**src/rtl/fetch_pc_gen.sv**
```systemverilog
`default_nettype none
// ============================================================================
// Module      : fetch_pc_gen
// Description : Instruction-fetch program counter generator. Selects the next
//               fetch PC from redirects (mispredict fix, exception, exception
//               return, decode jump, return-address-stack pop), a branch
//               prediction, or sequential advance. An optional return-address
//               stack (RAS) is included when FETCH_PC_GEN_RAS_EN is defined.
// Ports       : clk_i, rst_i (async active-high)
//               bp_error_i / bp_fix_pc_i   - mispredict flush, corrected PC
//               exc_i                       - exception, jumps to EXC_PC
//               iret_i / iret_pc_i          - return from exception
//               jal_i / jal_pc_i            - decode jump and target
//               jal_link_i / link_pc_i      - jump is a call, address to push
//               ret_i                       - decode detected a return
//               bp_taken_i / bp_pred_pc_i   - predictor taken, target
//               pc_ready_i                  - icache accepts pc_o
//               pc_o, pc_valid_o            - fetch PC and its valid
//               next_pc_o                   - combinational next PC
//               ras_empty_o, ras_full_o     - RAS occupancy flags
// Config      : FETCH_PC_GEN_RAS_EN - build the return-address stack
// Revision    : 1.0 - initial release
// ============================================================================
module fetch_pc_gen #(
    parameter int              XLEN      = 32,
    parameter logic [XLEN-1:0] RESET_PC  = 32'h1000,
    parameter logic [XLEN-1:0] EXC_PC    = 32'h2000,
    parameter int              RAS_DEPTH = 4
) (
    input  logic            clk_i,
    input  logic            rst_i,
    input  logic            bp_error_i,
    input  logic [XLEN-1:0] bp_fix_pc_i,
    input  logic            exc_i,
    input  logic            iret_i,
    input  logic [XLEN-1:0] iret_pc_i,
    input  logic            jal_i,
    input  logic [XLEN-1:0] jal_pc_i,
    input  logic            jal_link_i,
    input  logic [XLEN-1:0] link_pc_i,
    input  logic            ret_i,
    input  logic            bp_taken_i,
    input  logic [XLEN-1:0] bp_pred_pc_i,
    input  logic            pc_ready_i,
    output logic [XLEN-1:0] pc_o,
    output logic            pc_valid_o,
    output logic [XLEN-1:0] next_pc_o,
    output logic            ras_empty_o,
    output logic            ras_full_o
);

    typedef enum logic [1:0] {
        ST_BOOT   = 2'd0,
        ST_RUN    = 2'd1,
        ST_BUBBLE = 2'd2
    } state_t;

    state_t          state_q, state_d;
    logic [XLEN-1:0] pc_q, pc_d;

    logic            w_ret_hit;    // ret_i with something to return to
    logic [XLEN-1:0] w_ras_top;
    logic            w_redirect;
    logic            w_hi_redirect; // sources that outrank jal/ret

    assign w_hi_redirect = bp_error_i | exc_i | iret_i;
    assign w_redirect    = w_hi_redirect | jal_i | w_ret_hit;

`ifdef FETCH_PC_GEN_RAS_EN
    localparam int PTR_W = (RAS_DEPTH > 1) ? $clog2(RAS_DEPTH) : 1;
    localparam int CNT_W = $clog2(RAS_DEPTH + 1);

    logic [XLEN-1:0]  ras_mem_q [RAS_DEPTH];
    logic [PTR_W-1:0] ras_ptr_q;  // next slot to write; top is ptr-1
    logic [CNT_W-1:0] ras_cnt_q;
    logic [PTR_W-1:0] w_ptr_dec;
    logic             w_push;
    logic             w_pop;

    assign w_ptr_dec   = ras_ptr_q - PTR_W'(1);
    assign w_ras_top   = ras_mem_q[w_ptr_dec];
    assign ras_empty_o = (ras_cnt_q == '0);
    assign ras_full_o  = (ras_cnt_q == CNT_W'(RAS_DEPTH));
    assign w_ret_hit   = ret_i & ~ras_empty_o;
    assign w_push      = jal_i & jal_link_i & ~w_hi_redirect;
    assign w_pop       = w_ret_hit & ~w_hi_redirect & ~jal_i;

    // Storage needs no reset: a zero count makes stale entries unreachable.
    always_ff @(posedge clk_i) begin
        if (w_push) begin
            ras_mem_q[ras_ptr_q] <= link_pc_i;
        end
    end

    // Pushing while full overwrites the oldest entry because the write
    // pointer simply wraps onto it; the count saturates.
    always_ff @(posedge clk_i or posedge rst_i) begin
        if (rst_i) begin
            ras_ptr_q <= '0;
            ras_cnt_q <= '0;
        end else if (w_push) begin
            ras_ptr_q <= ras_ptr_q + PTR_W'(1);
            if (!ras_full_o) begin
                ras_cnt_q <= ras_cnt_q + CNT_W'(1);
            end
        end else if (w_pop) begin
            ras_ptr_q <= w_ptr_dec;
            ras_cnt_q <= ras_cnt_q - CNT_W'(1);
        end
    end
`else
    logic w_unused_ras;

    assign w_unused_ras = ^{ret_i, jal_link_i, link_pc_i};
    assign w_ret_hit    = 1'b0;
    assign w_ras_top    = '0;
    assign ras_empty_o  = 1'b1;
    assign ras_full_o   = 1'b0;
`endif

    // Next PC: redirects win regardless of the handshake; prediction and
    // sequential advance only happen once the current PC is accepted.
    always_comb begin
        pc_d = pc_q;
        if (bp_error_i) begin
            pc_d = bp_fix_pc_i;
        end else if (exc_i) begin
            pc_d = EXC_PC;
        end else if (iret_i) begin
            pc_d = iret_pc_i;
        end else if (jal_i) begin
            pc_d = jal_pc_i;
        end else if (w_ret_hit) begin
            pc_d = w_ras_top;
        end else if (pc_valid_o && pc_ready_i) begin
            pc_d = bp_taken_i ? bp_pred_pc_i : (pc_q + XLEN'(4));
        end
    end

    always_comb begin
        state_d = state_q;
        case (state_q)
            ST_BOOT:   state_d = w_redirect ? ST_BUBBLE : ST_RUN;
            ST_RUN:    state_d = w_redirect ? ST_BUBBLE : ST_RUN;
            ST_BUBBLE: state_d = w_redirect ? ST_BUBBLE : ST_RUN;
            default:   state_d = ST_BOOT;
        endcase
    end

    always_ff @(posedge clk_i or posedge rst_i) begin
        if (rst_i) begin
            state_q <= ST_BOOT;
            pc_q    <= RESET_PC;
        end else begin
            state_q <= state_d;
            pc_q    <= pc_d;
        end
    end

    assign pc_o       = pc_q;
    assign pc_valid_o = (state_q == ST_RUN);
    assign next_pc_o  = pc_d;

endmodule
`default_nettype wire

```
**config.mk**
```make
export PLATFORM = sky130hd
export DESIGN_NAME = fetch_pc_gen
export DESIGN_NICKNAME = d
export VERILOG_FILES = /design/src/rtl/fetch_pc_gen.sv
export SDC_FILE = /design/constraint.sdc
export NUM_CORES = 1
export LEC_CHECK = 0
export CAP_MARGIN = 20
export CORE_MARGIN = 5
export CORE_UTILIZATION = 29
export CTS_CLUSTER_SIZE = 12
export DETAILED_ROUTE_END_ITERATION = 8
export PLACE_DENSITY = 0.81
export SLEW_MARGIN = 20
export SYNTH_ARGS = -nofsm -noshare
export SYNTH_HDL_FRONTEND = slang
export SYNTH_SLANG_ARGS = --single-unit
```
**constraint.sdc**
```tcl
create_clock -name clk_i -period 6.1 [get_ports clk_i]
set_input_delay 1.525 -clock clk_i [delete_from_list [all_inputs] [get_ports clk_i]]
set_output_delay 1.525 -clock clk_i [all_outputs]
set_load 0.02 [all_outputs]
```
==> results.py, run 1 <==
metrics = {
    "worst_hold_path": {
        "min_path_type": "reg2reg",
    },
    "global_routing": {
        "grt.overflow.total": 0,
        "antenna_found_initial": 0,
        "gr-max-usage-layer": "met2",
        "grt_use_met1": 0.317,
        "use_met2": 0.390,
        "globalRouteTotalUtil": 0.239,
        "grt_max_degree": 35,
        "grt_pass1_wl_mm": 24.4,
        "grt_use_met3": 0.0513,
        "grt_pass1_vias": 4377,
    },
    "sta": {
        "finalSetupTns_ns": 0,
        "hold_viol_final": 0,
        "grt_setup_unrepaired": "no",
        "drv_slew": 0,
        "period_share": 0.941,
        "max_clock_freq_mhz": 174,
        "whs_ns": 0.550,
        "setup_slack_ns": 0.363,
        "worstMarginPinSlew_ns": 0.568,
        "relSlewSlack": 0.617,
        "setup_viol": 0,
        "period_needed_ns": 5.74,
        "fin_skew_ns": 0.00813,
    },
    "worst_setup_path": {
        "cp_common_cell": "clkdlybuf4s50_1",
        "cpPeakStageDelay_ns": 0.67,
        "critPathLaunchType": "input port",
        "cp_top_family": "buffers and inverters",
        "worst_path_max_delay_cell": "clkdlybuf4s50_1",
        "crit_buf_inv": 4,
        "crit_type": "in2out",
        "worstPathRequired_ns": 4.58,
        "end_kind": "output pin",
        "crit_chain": "clkdlybuf4s50_1 -> inv_1 -> buf_4 -> o21ai_0 -> nor4_1 -> o311ai_0 -> o211ai_1 -> clkdlybuf4s50_1",
        "worstPathMaxFanout": 11,
        "arrival_ns": 4.21,
    },
    "final_layout": {
        "fin_nets": 778,
        "antennaDiodeCount": 0,
        "layoutNonFillerInstCount": 748,
        "layout-area-overhead-vs-synth_pct": 71.2,
        "fin_util": 0.502,
        "layout-drive-gt1-share": 0.0691,
    },
    "place": {
        "place_inst": 740,
        "hpwl_mm": 12.7,
        "gp_congestion": 0.853,
        "portBuffers": 200,
        "place_ws_ns": 0.409,
    },
    "run": {
        "maxCapViolCount": 0,
    },
    "logic_synthesis": {
        "ys_async_sr_fraction": 1.00,
        "synth_ff_type": "dfrtp_1",
        "syn_avg_cell_area_sq_um": 7.59,
        "synth_seq_area_share": 0.270,
        "synthesis.nets": 586,
        "synth_area_leaders": "dfrtp_1 26%, o21ai_0 6.5%, a21oi_1 6.2%",
        "synth.largest_area_cell": "dfrtp_1",
        "synth_common_cells": "41 x o21ai_0, 39 x a21oi_1, 37 x nor2_1",
        "synth_edf_count": 0,
        "ys_seq_elements": 34,
        "synthCells": 415,
        "synth_area_sq_um": 3150,
        "synth_most_common_cell": "o21ai_0",
        "netlist.area_leader.share": 0.262,
        "yosys_warnings": 0,
        "yosysUniqueCellTypes": 68,
    },
    "power_and_ir_drop": {
        "power.density_nw_per_um2": 156,
        "leakagePower_nw": 1.95,
        "peakVddDrop_v": 0.0000779,
    },
    "cts": {
        "cts_resized": 0,
        "cts_tree": "done",
        "cts_setup_buffers": 0,
        "cts.sinks": 34,
        "clk_latency_ns": 0.31,
        "numCtsBuffers": 5,
        "cts_root_buf": "clkbuf_8",
        "clock_tree.buffer_depth": 2,
        "htree_levels": 2,
        "clk_pin_slew_ns": 0.08,
        "cts.hold.buffers_added": 0,
    },
    "detailed_routing": {
        "drc": 0,
        "vias": 4318,
        "dr.pass1.iters": 6,
        "drt_iter0_markers": 288,
        "wirelength_mm": 16.1,
        "antenna_left": 0,
        "post_drt_wl_per_cell_um": 21.6,
        "avgViaCountPerCell": 5.77,
    },
    "floorplanning": {
        "fp.dieH_um": 114,
        "core_area_sq_um": 10700,
        "start_util": 0.293,
        "rows": 38,
        "die-area_sq_um": 13100,
        "die_width_um": 114,
        "ios": 237,
    },
    "status": {
        "status": "completed",
    },
}
-- path summary, 6_finish.rpt --
path / endpoint / cells after the start / slack, ns / start
min in group asynchronous: pc_o[13] / 3 / 1.64 / rst_i
setup reg to reg: pc_o[28] / 6 / 3.62 / pc_o[3]
hold / removal: state_q[1] / 1 / 0.55 / state_q[0]
hold reg to reg: state_q[1] / 1 / 0.55 / state_q[0]
max in group asynchronous: pc_o[12] / 3 / 4.11 / rst_i
setup / recovery: next_pc_o[19] / 8 / 0.36 / iret_i
-- metal layers --
layer | vias to the layer above | wire [um]
met5 | - | 0
met4 | 0 | 370
met1 | 2039 | 6680
met3 | 28 | 1380
li1 | 2018 | -
met2 | 233 | 7700
-- flip-flops by register name (all words and copies together), names as in the netlist --
signal	count
pc_o	32
state_q	2
-- placed cells by master, fill, tap and decap left out, types with 7 or more instances in the layout --
cell type | netlist | routed
o21ai_0 | 41 | 41
a222oi_1 | 9 | 9
buf_4 | 4 | 23
nor3_1 | 10 | 10
nor4_1 | 10 | 10
a21oi_1 | 39 | 39
clkdlybuf4s50_1 | 0 | 199
o31ai_1 | 7 | 7
nand4_1 | 16 | 16
or3_1 | 8 | 8
nor2_1 | 37 | 37
dfrtp_1 | 33 | 33
nand2_1 | 33 | 33
nand3_1 | 14 | 14
a22oi_1 | 9 | 9
-- power breakdown --
| group | total (W) | internal (W) | switching (W) |
|---|---|---|---|
| Clock | 0.000224 | 0.000122 | 0.000102 |
| Combinational | 0.000338 | 0.000182 | 0.000156 |
| Sequential | 0.000280 | 0.000244 | 0.0000358 |
| Total | 0.000842 | 0.000548 | 0.000293 |
-- through the flow --
step	power, W	area (sq um)
global route	0.000881	5400
detailed placement	0.000621	5290
finish	0.000842	5400
CTS	0.000846	5400
floorplan	0.000416	3150
global placement	0.000617	5290
-- cell families (layout without fill, tap and decap cells) --
group           count (synthesis)  after routing  synth area share
compound gates                170            170             0.368
simple gates                  158            158             0.260
buf+inv                        43            236            0.0726
flops                          34             34             0.270
fa+ha+maj                       1              1           0.00397
other cells                     2              2           0.00238
xor+xnor                        1              1           0.00278
mux                             6              6            0.0198
-- area by class of cell --
class,instances,area [sq um]
fillers,1057,5350
repair buffers,223,2170
multi-input cells,338,2070
clock inverters,2,37.5
flip-flops and latches,34,852
well taps,140,175
clock buffers,6,72.6
inverters,5,18.8
No activity file was read; power rests on OpenSTA's default activity.
==> inputs of run 2 (changes only) <==
CORE_ASPECT_RATIO = 1.25   (was not set)
==> run 2 against run 1 <==
Power is 5.5% higher. Via count up 2.1%. First-iteration DRC count increased by 29%. Critical endpoint is now next_pc_o[21]. Highest routed layer unchanged.
==> results.py, run 2 (synthesized netlist as in run 1, its figures left out) <==
metrics = {
    "detailed_routing": {
        "drc": 0,
        "dr.pass1.iters": 5,
        "vias": 4410,
        "drt_iter0_markers": 371,
        "post_drt_wl_per_cell_um": 22.4,
        "avgViaCountPerCell": 5.98,
        "wirelength_mm": 16.6,
        "antenna_left": 0,
    },
    "global_routing": {
        "grt.overflow.total": 0,
        "antenna_found_initial": 0,
        "grt_max_degree": 35,
        "grt_pass1_wl_mm": 25.5,
        "grt_pass1_vias": 4573,
        "globalRouteTotalUtil": 0.252,
    },
    "power_and_ir_drop": {
        "power.density_nw_per_um2": 164,
        "peakVddDrop_v": 0.0000953,
        "leakagePower_nw": 1.96,
    },
    "final_layout": {
        "layout_commonest_cell": "clkdlybuf4s50_1",
        "layout-area-overhead-vs-synth_pct": 71.6,
        "n_fill_cell": 1045,
        "fin_nets": 776,
        "seq_area_sq_um": 852,
        "multiInputGateArea_sq_um": 2070,
        "fin_util": 0.510,
        "final_cell_mix": "199 x clkdlybuf4s50_1, 41 x o21ai_0, 39 x a21oi_1, 37 x nor2_1",
        "largest_reg_flops": 32,
        "layout-drive-gt1-share": 0.0660,
        "antennaDiodeCount": 0,
    },
    "place": {
        "gp_congestion": 0.853,
        "place_ws_ns": 0.415,
        "hpwl_mm": 13.0,
        "portBuffers": 200,
    },
    "worst_setup_path": {
        "cp_common_cell": "clkdlybuf4s50_1",
        "worst_path_max_delay_cell": "clkdlybuf4s50_1",
        "worstPathRequired_ns": 4.58,
        "arrival_ns": 4.21,
        "worstPathMaxFanout": 9,
        "crit_type": "in2out",
        "crit_chain": "clkdlybuf4s50_1 -> or2_2 -> nor2_1 -> o221ai_1 -> a41o_1 -> o21ai_0 -> clkdlybuf4s50_1",
        "cpPeakStageDelay_ns": 0.69,
        "end_kind": "output pin",
        "critPathLaunchType": "input port",
    },
    "cts": {
        "cts_tree": "done",
        "cts.hold.buffers_added": 0,
        "clock_tree.buffer_depth": 2,
        "numCtsBuffers": 5,
        "clk_latency_ns": 0.29,
        "cts_setup_buffers": 0,
        "cts_resized": 0,
        "cts.sinks": 34,
        "clk_pin_slew_ns": 0.05,
        "cts_root_buf": "clkbuf_16",
        "htree_levels": 2,
    },
    "sta": {
        "fin_skew_ns": 0.00634,
        "relSlewSlack": 0.578,
        "grt_setup_unrepaired": "no",
        "max_clock_freq_mhz": 174,
        "period_share": 0.940,
        "setup_viol": 0,
        "period_needed_ns": 5.74,
        "hold_viol_final": 0,
        "finalSetupTns_ns": 0,
        "worstMarginPinSlew_ns": 0.630,
        "setup_slack_ns": 0.364,
        "drv_slew": 0,
    },
    "worst_hold_path": {
        "min_path_type": "reg2reg",
    },
    "floorplanning": {
        "die-area_sq_um": 13100,
        "rows": 42,
        "fp.dieH_um": 127,
        "ios": 237,
        "start_util": 0.297,
        "core_area_sq_um": 10600,
        "die_width_um": 103,
    },
    "status": {
        "status": "completed",
    },
    "run": {
        "maxCapViolCount": 0,
    },
}
[run 2: worst paths after layout]
check	startpoint	endpoint	slack, ns	cells past startpoint
hold / removal	state_q[1]	state_q[1]	0.55	1
hold reg to reg	state_q[1]	state_q[1]	0.55	1
min in group asynchronous	rst_i	pc_o[7]	1.65	3
setup / recovery	exc_i	next_pc_o[21]	0.36	7
setup reg to reg	pc_o[2]	pc_o[28]	3.65	6
max in group asynchronous	rst_i	pc_o[28]	4.08	3
[run 2: through the flow]
| step | hold slack [ns] | cell area (sq um) | total power (W) | cells |
|---|---|---|---|---|
| finish | 0.546 | 5410 | 0.000888 | 738 |
| global route | 0.557 | 5410 | 0.000926 | 738 |
| CTS | 0.542 | 5410 | 0.000892 | 738 |
| detailed placement | 0.527 | 5260 | 0.000622 | 730 |
| global placement | 0.500 | 5260 | 0.000619 | 730 |
| floorplan | 0.482 | 3150 | 0.000416 | 415 |
[run 2: power breakdown]
| part | switching (W) | total [W] | internal [W] | leakage, nW |
|---|---|---|---|---|
| Sequential | 0.0000373 | 0.000282 | 0.000245 | 0.420 |
| Combinational | 0.000157 | 0.000339 | 0.000182 | 1.47 |
| Clock | 0.000105 | 0.000267 | 0.000162 | 0.0739 |
[run 2: layout make-up]
type	instances	area share
clock buffer	7	0.0264
inverter	5	0.00347
tap	132	0.0305
sequential	34	0.158
clock inverter	1	0.000925
timing repair buffer	221	0.398
multi-input combinational	338	0.383
[run 2: routing by layer]
layer / track usage / share of wire / up-vias
met5: 0 / 0 / -
met3: 0.0577 / 0.095 / 40
met4: 0.0755 / 0.027 / 0
li1: - / - / 2022
met2: 0.422 / 0.49 / 269
met1: 0.320 / 0.39 / 2079
[run 2: critical path, delay by kind of cell]
| family | cells | cell delay (ns) |
|---|---|---|
| buf+inv | 2 | 1.20 |
| simple gates | 2 | 0.68 |
| compound gates | 3 | 0.81 |
==> inputs of run 3 (changes only) <==
ABC_AREA = 1   (was not set)
PLACE_DENSITY = 0.8   (was 0.81)
clock period = 5.2 ns   (was 6.1 ns; I/O delays follow)
==> run 3 against run 2 <==
Power grew 17%. First-iteration DRC count shrank 3.5%. Area after synthesis grew 11%. Combinational power grew 18%. Flip-flop and latch count is the same. Via count grew 6.6%. Design area grew 6.4%. Count of clock-buffer cells in the layout shrank 1. Core utilization shrank 1.9 points. Highest routed layer unchanged. Worst hold slack lost 0.0072 ns. Non-clock buffer count shrank 10.
==> results.py, run 3 <==
metrics = {
    "detailed_routing": {
        "wirelength_mm": 15.6,
        "vias": 4700,
        "post_drt_wl_per_cell_um": 16.2,
        "antenna_left": 0,
        "avgViaCountPerCell": 4.86,
        "drt_iter0_markers": 358,
        "drc": 0,
        "dr.pass1.iters": 7,
    },
    "final_layout": {
        "final_cell_mix": "229 x nand2_1, 199 x clkdlybuf4s50_1, 98 x nor2_1, 63 x a21oi_1, 38 x nand3_1",
        "largest_reg_flops": 32,
        "layoutNonFillerInstCount": 967,
        "layout_commonest_cell": "nand2_1",
        "layout-area-overhead-vs-synth_pct": 64.7,
        "antennaDiodeCount": 0,
        "layout-drive-gt1-share": 0.0670,
        "fin_nets": 976,
    },
    "sta": {
        "fin_skew_ns": 0.00743,
        "worstMarginPinSlew_ns": 0.881,
        "whs_ns": 0.539,
        "hold_viol_final": 0,
        "drv_slew": 0,
        "setup_viol": 0,
        "period_share": 0.932,
        "period_needed_ns": 4.84,
        "grt_setup_unrepaired": "no",
        "max_clock_freq_mhz": 206,
        "finalSetupTns_ns": 0,
        "relSlewSlack": 0.412,
        "setup_slack_ns": 0.355,
    },
    "logic_synthesis": {
        "synth_most_common_cell": "nand2_1",
        "synthesis.nets": 788,
        "syn_avg_cell_area_sq_um": 5.66,
        "synth.largest_area_cell": "nand2_1",
        "netlist.area_leader.share": 0.246,
        "yosys_warnings": 0,
        "yosysUniqueCellTypes": 38,
        "synthCells": 617,
        "synth_seq_area_share": 0.244,
        "synth_area_leaders": "nand2_1 25%, dfrtp_1 24%, nor2_1 11%",
        "synth_edf_count": 0,
        "ys_async_sr_fraction": 1.00,
        "synth_area_sq_um": 3490,
        "ys_seq_elements": 34,
        "synth_ff_type": "dfrtp_1",
        "synth_common_cells": "229 x nand2_1, 98 x nor2_1, 63 x a21oi_1",
    },
    "cts": {
        "clk_pin_slew_ns": 0.06,
        "cts_resized": 0,
        "clk_latency_ns": 0.29,
        "cts.sinks": 34,
        "cts_root_buf": "clkbuf_16",
        "cts_setup_buffers": 0,
        "htree_levels": 2,
        "clock_tree.buffer_depth": 2,
        "numCtsBuffers": 5,
        "cts_tree": "done",
        "cts.hold.buffers_added": 0,
    },
    "worst_hold_path": {
        "min_path_type": "reg2reg",
        "hold_end": "state_q[1]",
        "holdPathStages": 3,
        "worstHoldStart": "state_q[0]",
    },
    "floorplanning": {
        "die-area_sq_um": 14400,
        "core_area_sq_um": 11700,
        "fp.dieH_um": 133,
        "ios": 237,
        "start_util": 0.298,
        "rows": 44,
        "die_width_um": 108,
    },
    "global_routing": {
        "grt_pass1_wl_mm": 23.8,
        "grt_pass1_vias": 4488,
        "grt_max_degree": 35,
        "globalRouteTotalUtil": 0.211,
        "antenna_found_initial": 0,
        "grt.overflow.total": 0,
    },
    "worst_setup_path": {
        "cp_top_family": "buffers and inverters",
        "arrival_ns": 3.54,
        "rr_startpoint": "pc_o[3]",
        "rrSetupSlack_ns": 3.24,
        "end_kind": "output pin",
        "cp_common_cell": "nand2_1",
        "critPathLaunchType": "input port",
        "reg2regPathDepth": 12,
        "worst_path_max_delay_cell": "clkdlybuf4s50_1",
        "crit_buf_inv": 4,
        "worstPathMaxFanout": 9,
        "crit_type": "in2out",
        "cpPeakStageDelay_ns": 0.64,
        "reg2reg_to": "pc_o[24]",
        "crit_chain": "clkdlybuf4s50_1 -> inv_1 -> nand2_2 -> clkinv_1 -> nand3_1 -> o2111ai_1 -> nand2_1 -> nand2_1 -> nand2_1 -> clkdlybuf4s50_1",
        "worstPathRequired_ns": 3.90,
    },
    "status": {
        "status": "completed",
    },
    "place": {
        "portBuffers": 200,
        "place_ws_ns": 0.347,
        "hpwl_mm": 12.2,
        "gp_congestion": 0.912,
        "place_inst": 959,
    },
    "power_and_ir_drop": {
        "leakagePower_nw": 2.43,
        "peakVddDrop_v": 0.000116,
        "power.density_nw_per_um2": 180,
    },
    "run": {
        "maxCapViolCount": 0,
    },
}
[run 3: through the flow]
stage	total power [W]	instance area, sq um	utilization
floorplan	0.000493	3490	-
global placement	0.000720	5610	0.478
detailed placement	0.000723	5610	0.478
CTS	0.00105	5760	0.491
global route	0.00109	5760	0.491
finish	0.00104	5760	0.491
[run 3: cells by family (layout without fill, tap and decap cells)]
logic type      Yosys count  in the layout  share of synthesized area
other cells               2              2                    0.00215
xor+xnor                  5              5                     0.0125
compound gates          104            104                      0.161
buf+inv                  72            261                     0.0945
fa+ha+maj                 1              1                    0.00358
flops                    34             34                      0.244
simple gates            399            399                      0.483
[run 3: worst max path at each step]
stage,startpoint,endpoint,slack [ns],cells after the start
after floorplan,iret_i,next_pc_o[7],1.43,6
after global placement,pc_ready_i,next_pc_o[11],0.38,11
after detailed placement,pc_ready_i,next_pc_o[11],0.35,11
after CTS,pc_ready_i,next_pc_o[11],0.34,11
after global routing,bp_taken_i,next_pc_o[11],0.19,10
final,bp_taken_i,next_pc_o[6],0.36,10
[run 3: routing by layer]
| layer | track usage | vias to the layer above | wire length (um) |
|---|---|---|---|
| met5 | 0 | - | 0 |
| met4 | 0.0674 | 0 | 430 |
| met3 | 0.0380 | 29 | 1020 |
| met2 | 0.368 | 204 | 7780 |
| met1 | 0.262 | 2118 | 6400 |
| li1 | - | 2349 | - |
[run 3: power by group]
part	internal [W]	total [W]	switching (W)
logic	0.000205	0.000400	0.000194
registers	0.000286	0.000319	0.0000335
clock network	0.000190	0.000320	0.000130
total	0.000681	0.00104	0.000357
[run 3: final cells by class]
cell class	count	area [sq um]
multi-input cells	511	2310
clock inverters	2	12.5
well taps	161	201
inverters	42	160
flip-flops and latches	34	852
fillers	1169	5970
clock buffers	6	139
repair buffers	211	2080
[run 3: worst register-to-register path, stage by stage, from the launching register on]
cell and delay, ns:
dfrtp_1 0.47, ha_1 0.28, nand2_2 0.09, nor2_4 0.17
nand2_1 0.09, nor2_2 0.22, nand3_1 0.13, nand3_1 0.10
nand2_1 0.05, nand2_1 0.06, nand2_1 0.05, nand2_1 0.05
nand2_1 0.08
